File: config.mk
export PLATFORM = sky130hd
export DESIGN_NAME = wb_rw_arbiter
export DESIGN_NICKNAME = d
export VERILOG_FILES = /design/src/rtl/wb_arb_pkg.sv /design/src/rtl/wb_arb_outstanding.sv /design/src/rtl/wb_rw_arbiter.sv
export SDC_FILE = /design/constraint.sdc
export NUM_CORES = 1
export LEC_CHECK = 0
export CORE_AREA = 2 2 124 126
export DETAILED_ROUTE_END_ITERATION = 16
export DIE_AREA = 0 0 126 128
export SLEW_MARGIN = 20
export SYNTH_ARGS = -nofsm -noshare
export SYNTH_HDL_FRONTEND = slang
export SYNTH_HIERARCHICAL = 1
export SYNTH_SLANG_ARGS = --single-unit
File: constraint.sdc
create_clock -name i_clk -period 4.6 [get_ports i_clk]
set_input_delay 1.38 -clock i_clk [delete_from_list [all_inputs] [get_ports i_clk]]
set_output_delay 1.38 -clock i_clk [all_outputs]
set_load 0.03 [all_outputs]
File: src/rtl/wb_arb_pkg.sv
// Shared types and helpers for the two-master Wishbone RW arbiter.
// wb_req_t is the master request record at the default bus width.
package wb_arb_pkg;

    localparam int WB_XLEN = 32;

    typedef enum logic [1:0] {
        IDLE = 2'd0,
        OWN0 = 2'd1,
        OWN1 = 2'd2
    } arb_state_t;

    typedef struct packed {
        logic                 cyc;
        logic                 stb;
        logic                 we;
        logic [WB_XLEN-1:0]   addr;
        logic [WB_XLEN-1:0]   data;
        logic [WB_XLEN/8-1:0] sel;
    } wb_req_t;

    // One extra bit so the counter can hold MAX_OUTSTANDING itself.
    function automatic int cnt_width(input int max_out);
        return $clog2(max_out) + 1;
    endfunction

endpackage

File: src/rtl/wb_arb_outstanding.sv
// Outstanding-request counter for one granted Wishbone cycle.
// A response with nothing in flight is ignored so the count never wraps.
module wb_arb_outstanding
    import wb_arb_pkg::*;
#(
    parameter  int MAX_OUTSTANDING = 4,
    localparam int CNT_W           = cnt_width(MAX_OUTSTANDING)
) (
    input  logic i_clk,
    input  logic i_reset_n,
    input  logic i_clear,
    input  logic i_issue,
    input  logic i_resp,
    output logic o_full,
    output logic o_empty
);

    logic [CNT_W-1:0] cnt_q, cnt_d;
    logic             resp_ok;

    assign o_full  = (cnt_q == CNT_W'(MAX_OUTSTANDING));
    assign o_empty = (cnt_q == '0);
    assign resp_ok = i_resp & ~o_empty;

    always_comb begin
        cnt_d = cnt_q;
        if (i_clear) begin
            cnt_d = '0;
        end else if (i_issue && !resp_ok) begin
            cnt_d = cnt_q + CNT_W'(1);
        end else if (!i_issue && resp_ok) begin
            cnt_d = cnt_q - CNT_W'(1);
        end
    end

    always_ff @(posedge i_clk) begin
        if (!i_reset_n) begin
            cnt_q <= '0;
        end else begin
            cnt_q <= cnt_d;
        end
    end

endmodule

File: src/rtl/wb_rw_arbiter.sv
// Two-master pipelined Wishbone arbiter in front of the memory_system RW port.
// Define WB_RW_ARB_ROUND_ROBIN_EN for round-robin on contention; default is fixed priority to master 0.
//
// state | meaning
// IDLE  | no owner, slave CYC low, both masters stalled, arbitrate on CYC
// OWN0  | master 0 owns the bus until it drops CYC
// OWN1  | master 1 owns the bus until it drops CYC
module wb_rw_arbiter
    import wb_arb_pkg::*;
#(
    parameter int XLEN            = 32,
    parameter int MAX_OUTSTANDING = 4
) (
    input  logic              i_clk,
    input  logic              i_reset_n,

    input  logic              i_m0_cyc,
    input  logic              i_m0_stb,
    input  logic              i_m0_we,
    input  logic [XLEN-1:0]   i_m0_addr,
    input  logic [XLEN-1:0]   i_m0_data,
    input  logic [XLEN/8-1:0] i_m0_sel,
    output logic [XLEN-1:0]   o_m0_data,
    output logic              o_m0_ack,
    output logic              o_m0_stall,
    output logic              o_m0_err,

    input  logic              i_m1_cyc,
    input  logic              i_m1_stb,
    input  logic              i_m1_we,
    input  logic [XLEN-1:0]   i_m1_addr,
    input  logic [XLEN-1:0]   i_m1_data,
    input  logic [XLEN/8-1:0] i_m1_sel,
    output logic [XLEN-1:0]   o_m1_data,
    output logic              o_m1_ack,
    output logic              o_m1_stall,
    output logic              o_m1_err,

    output logic              o_s_cyc,
    output logic              o_s_stb,
    output logic              o_s_we,
    output logic [XLEN-1:0]   o_s_addr,
    output logic [XLEN-1:0]   o_s_data,
    output logic [XLEN/8-1:0] o_s_sel,
    input  logic [XLEN-1:0]   i_s_data,
    input  logic              i_s_ack,
    input  logic              i_s_stall,
    input  logic              i_s_err
);

    arb_state_t state_q, state_d;
    logic       abort_q, abort_d;
    logic       own0, own1, owned;
    logic       req_stb, full, empty;
    logic       issue, resp, release_own, clear;
    logic       grant0, grant1;

    // Reset gates ownership, which forces every output to its idle value.
    assign own0  = i_reset_n & (state_q == OWN0);
    assign own1  = i_reset_n & (state_q == OWN1);
    assign owned = own0 | own1;

`ifdef WB_RW_ARB_ROUND_ROBIN_EN
    logic last_q;

    assign grant0 = i_m0_cyc & (~i_m1_cyc | last_q);

    always_ff @(posedge i_clk) begin
        if (!i_reset_n) begin
            last_q <= 1'b1;
        end else if (state_q == IDLE && grant0) begin
            last_q <= 1'b0;
        end else if (state_q == IDLE && grant1) begin
            last_q <= 1'b1;
        end
    end
`else
    assign grant0 = i_m0_cyc;
`endif
    assign grant1 = i_m1_cyc & ~grant0;

    always_comb begin
        o_s_cyc  = 1'b0;
        req_stb  = 1'b0;
        o_s_we   = 1'b0;
        o_s_addr = '0;
        o_s_data = '0;
        o_s_sel  = '0;
        if (own0) begin
            o_s_cyc  = i_m0_cyc;
            req_stb  = i_m0_cyc & i_m0_stb;
            o_s_we   = i_m0_we;
            o_s_addr = i_m0_addr;
            o_s_data = i_m0_data;
            o_s_sel  = i_m0_sel;
        end else if (own1) begin
            o_s_cyc  = i_m1_cyc;
            req_stb  = i_m1_cyc & i_m1_stb;
            o_s_we   = i_m1_we;
            o_s_addr = i_m1_addr;
            o_s_data = i_m1_data;
            o_s_sel  = i_m1_sel;
        end
    end

    assign o_s_stb = req_stb & ~full & ~abort_q;

    assign o_m0_stall = ~own0 | i_s_stall | full | abort_q;
    assign o_m1_stall = ~own1 | i_s_stall | full | abort_q;

    // Responses with nothing in flight are stray and never reach a master.
    assign o_m0_ack  = own0 & i_s_ack & ~empty;
    assign o_m0_err  = own0 & i_s_err & ~empty;
    assign o_m0_data = own0 ? i_s_data : '0;
    assign o_m1_ack  = own1 & i_s_ack & ~empty;
    assign o_m1_err  = own1 & i_s_err & ~empty;
    assign o_m1_data = own1 ? i_s_data : '0;

    assign issue       = o_s_stb & ~i_s_stall;
    assign resp        = owned & (i_s_ack | i_s_err);
    assign release_own = (own0 & ~i_m0_cyc) | (own1 & ~i_m1_cyc);
    assign clear       = ~owned | release_own;

    wb_arb_outstanding #(
        .MAX_OUTSTANDING(MAX_OUTSTANDING)
    ) u_outstanding (
        .i_clk    (i_clk),
        .i_reset_n(i_reset_n),
        .i_clear  (clear),
        .i_issue  (issue),
        .i_resp   (resp),
        .o_full   (full),
        .o_empty  (empty)
    );

    always_comb begin
        state_d = state_q;
        unique case (state_q)
            IDLE: begin
                if (grant0) begin
                    state_d = OWN0;
                end else if (grant1) begin
                    state_d = OWN1;
                end
            end
            OWN0:    if (!i_m0_cyc) state_d = IDLE;
            OWN1:    if (!i_m1_cyc) state_d = IDLE;
            default: state_d = IDLE;
        endcase
    end

    // An error ends the useful part of the cycle; hold off STBs until CYC drops.
    always_comb begin
        abort_d = abort_q;
        if (clear) begin
            abort_d = 1'b0;
        end else if (i_s_err && !empty) begin
            abort_d = 1'b1;
        end
    end

    always_ff @(posedge i_clk) begin
        if (!i_reset_n) begin
            state_q <= IDLE;
            abort_q <= 1'b0;
        end else begin
            state_q <= state_d;
            abort_q <= abort_d;
        end
    end

endmodule

==> results.toml <==
[power_and_ir_drop]
ir_drop_mv = 0.0894
power_switching_uw = 193
swShare_pct = 32.8
seqPwrFrac_pct = 9.4
p_per_area_nw_per_um2 = 116
combinationalPowerShare_pct = 66.7
p_int_uw = 396
pwr-share-clk_pct = 23.9
leakage_uw = 0.00221

[setup_path]
required_ns = 3.22
path_cells = "clkdlybuf4s50_1 > nand2_1 > o21ai_0 > and2_1 > clkdlybuf4s50_1"
worstSetupPathType = "input port to primary output"
cpMaxStageDelayCell = "clkdlybuf4s50_1"
r2r-end = "u_outstanding/cnt_q[2]"
reg2reg_slack_ns = 2.24
critPathLaunchType = "input port"
rr_worst_depth = 9
worstReg2RegStart = "state_q[0]"
path_common_cell = "clkdlybuf4s50_1"
path_max_fanout = 4
crit_path_max_incr_delay_ns = 0.67
crit_path_end_kind = "primary output"
arrival_ns = 3.03

[placement]
gp_congestion = 0.894
place_area_um2 = 4980
io_buffers = 319
hpwl_mm = 10.7
dp_slack_ns = 0.0695

[finish]
antennaDiodeCount = 0
final-seq-area_um2 = 120
final_net_count = 699
multi_input_area_um2 = 1290
fillers = 1517
finalInstanceArea_um2 = 5060
drive_above_1_share_pct = 28.9
syn2layout_area_growth_pct = 215

[synthesis]
yosys.area.top_type_share_pct = 37.7
syn_inst = 207
ys_types = 25
syn_area_per_cell_um2 = 7.75
synthFlopType = "dfxtp_1"
synth_area_leaders = "a22o_1 (38%), and2_1 (26%), buf_6 (9.8%), dfxtp_1 (7.5%), nand2b_1 (2.0%)"
synthMostInstantiatedCell = "a22o_1"
syn_area_um2 = 1600
ys_ff_latch = 6
yosysTopAreaCell = "a22o_1"
yosys_warnings = 6
ys_seq_area_share_pct = 7.49
synth-edff-count = 0
synth_top_cells_by_count = "a22o_1 (69), and2_1 (66), buf_6 (14)"
async_flop_share_pct = 0
syn-num-nets = 388

[clock_tree]
cts_tree = "done"
cts_made_buffers = 3
clk_latency_ns = 0.23
clockRootBuffer = "clkbuf_16"
cts_max_level = 1
cts.sinks = 6
path_clk_slew_ns = 0.03
clockBufferDepth = 2
holdBufCountCts = 0

[floorplan]
rows = 45
fp.dieW_um = 126
start_util_pct = 10.8
ios = 320
die_h_um = 128
dieArea_um2 = 16100
core_area_um2 = 14900

[global_routing]
grt_pass1_wl_mm = 17.9
grt_max_degree = 52
grt_pass1_vias = 2883
grt_overflow = 0
track_usage_pct = 14.1
antenna_found_initial = 0

[hold_path]
whs_path_depth = 2
worstHoldStart = "u_outstanding/cnt_q[2]"
min_path_type = "register to register"
hold_end = "u_outstanding/cnt_q[2]"

[detailed_routing]
avgRoutedWirePerCell_um = 18.3
drc = 0
num_vias = 2923
drtAntennaViolNets = 0
drt_iter0_markers = 82
dr.pass1.iters = 4
drt_wl_total_mm = 12.9
via_per_inst = 4.15

[outcome]
status = "complete, no violations"

[timing]
hold_viol = 0
timing.fmax_mhz = 227
finClkSkew_ns = 0.00187
fin_crit_sh_pct = 95.8
setup_ws_ns = 0.193
fin_crit_ns = 4.41
fin_setup_tns_ns = 0
final_max_slew_viol_count = 0
finalSetupViolations = 0
relSlewSlack_pct = 74.4
rsz0062_at_grt = "no"
worst_slew_pin_slew_ns = 0.383
fin_worst_hold_slack_ns = 0.502

[run]
maxCapViolations = 0
cell usage in the layout (no fill, tap or decap), drive strengths merged, types with 4 or more instances in the layout:
cell type      Yosys  final
nand2              6      6
buf               18    143
nor2               7      7
a22o              69     69
nand3b             4      4
and2              66     66
nand2b             5      5
dfxtp              6      6
clkdlybuf4s50      0    184
power by group through the flow:
| stage | clock network, µW | registers [µW] | logic, µW |
|---|---|---|---|
| global route | 145 | 55.6 | 411 |
| floorplan | 0 | 55.1 | 135 |
| finish | 141 | 55.3 | 393 |
| CTS | 142 | 55.3 | 397 |
| global placement | 0 | 56.0 | 393 |
| detailed placement | 0 | 56.0 | 394 |
area by class of cell:
cell class                 count  share of cell area, %
timing repair buffer         328                   65.8
tap                          188                   4.65
sequential                     6                   2.37
clock buffer                   3                   1.48
multi-input combinational    177                   25.6
inverter                       2                  0.148
logic make-up after synthesis:
logic type,synth area share [%]
and+or+nand+nor,36.5
AOI/OAI and AO/OA,39.6
buffers and inverters,12.6
DFF,7.49
xor gates and xnor gates,1.09
adders and majority gates,2.03
muxes,0.624
sequential cells by signal (all words and copies together), names as in the netlist:
signal,flops
abort_q,1
state_q,2
u_outstanding/cnt_q,3
worst max path at each step:
stage	start	endpoint	slack (ns)	depth (start not counted)
final	i_m0_cyc	o_s_cyc	0.19	5
after global routing	i_m0_cyc	o_s_cyc	0.08	5
after CTS	i_reset_n	o_s_addr[31]	0.06	6
after detailed placement	i_reset_n	o_m1_err	0.07	4
after global placement	i_reset_n	o_s_we	0.10	6
after floorplan	i_reset_n	o_s_stb	0.78	3
critical path: cells and delay by family:
family	cells	cell delay (ns)
AND/OR/NAND/NOR	2	0.23
buffers and inverters	2	1.19
AO/OA/AOI/OAI	1	0.22
through the flow:
step | cells | power [µW] | util, %
3_5_place_dp | 701 | 450 | 33.5
5_1_grt | 704 | 611 | 34.0
3_3_place_gp | 701 | 449 | 33.5
6_report | 704 | 589 | 34.0
2_1_floorplan | 207 | 190 | -
4_1_cts | 704 | 594 | 34.0
per-layer routing:
metal	up-vias	routed length, µm	part of all wire, %	global-route usage (%)
met4	0	178	1.4	2.65
met2	161	6370	50	24.1
li1	1382	-	-	-
met3	9	1230	9.5	4.80
met5	-	0	0	0
met1	1371	5090	40	17.4
what timing repair did:
| action | 4_1_cts | 5_1_grt |
|---|---|---|
| endpoints found under the setup margin | 0 | 16 |
| resized for setup | 0 | 1 |
| endpoints found under the hold margin | 0 | 0 |
| buffers inserted | 0 | 0 |
Note: power is estimated with default switching activity, not from simulation.
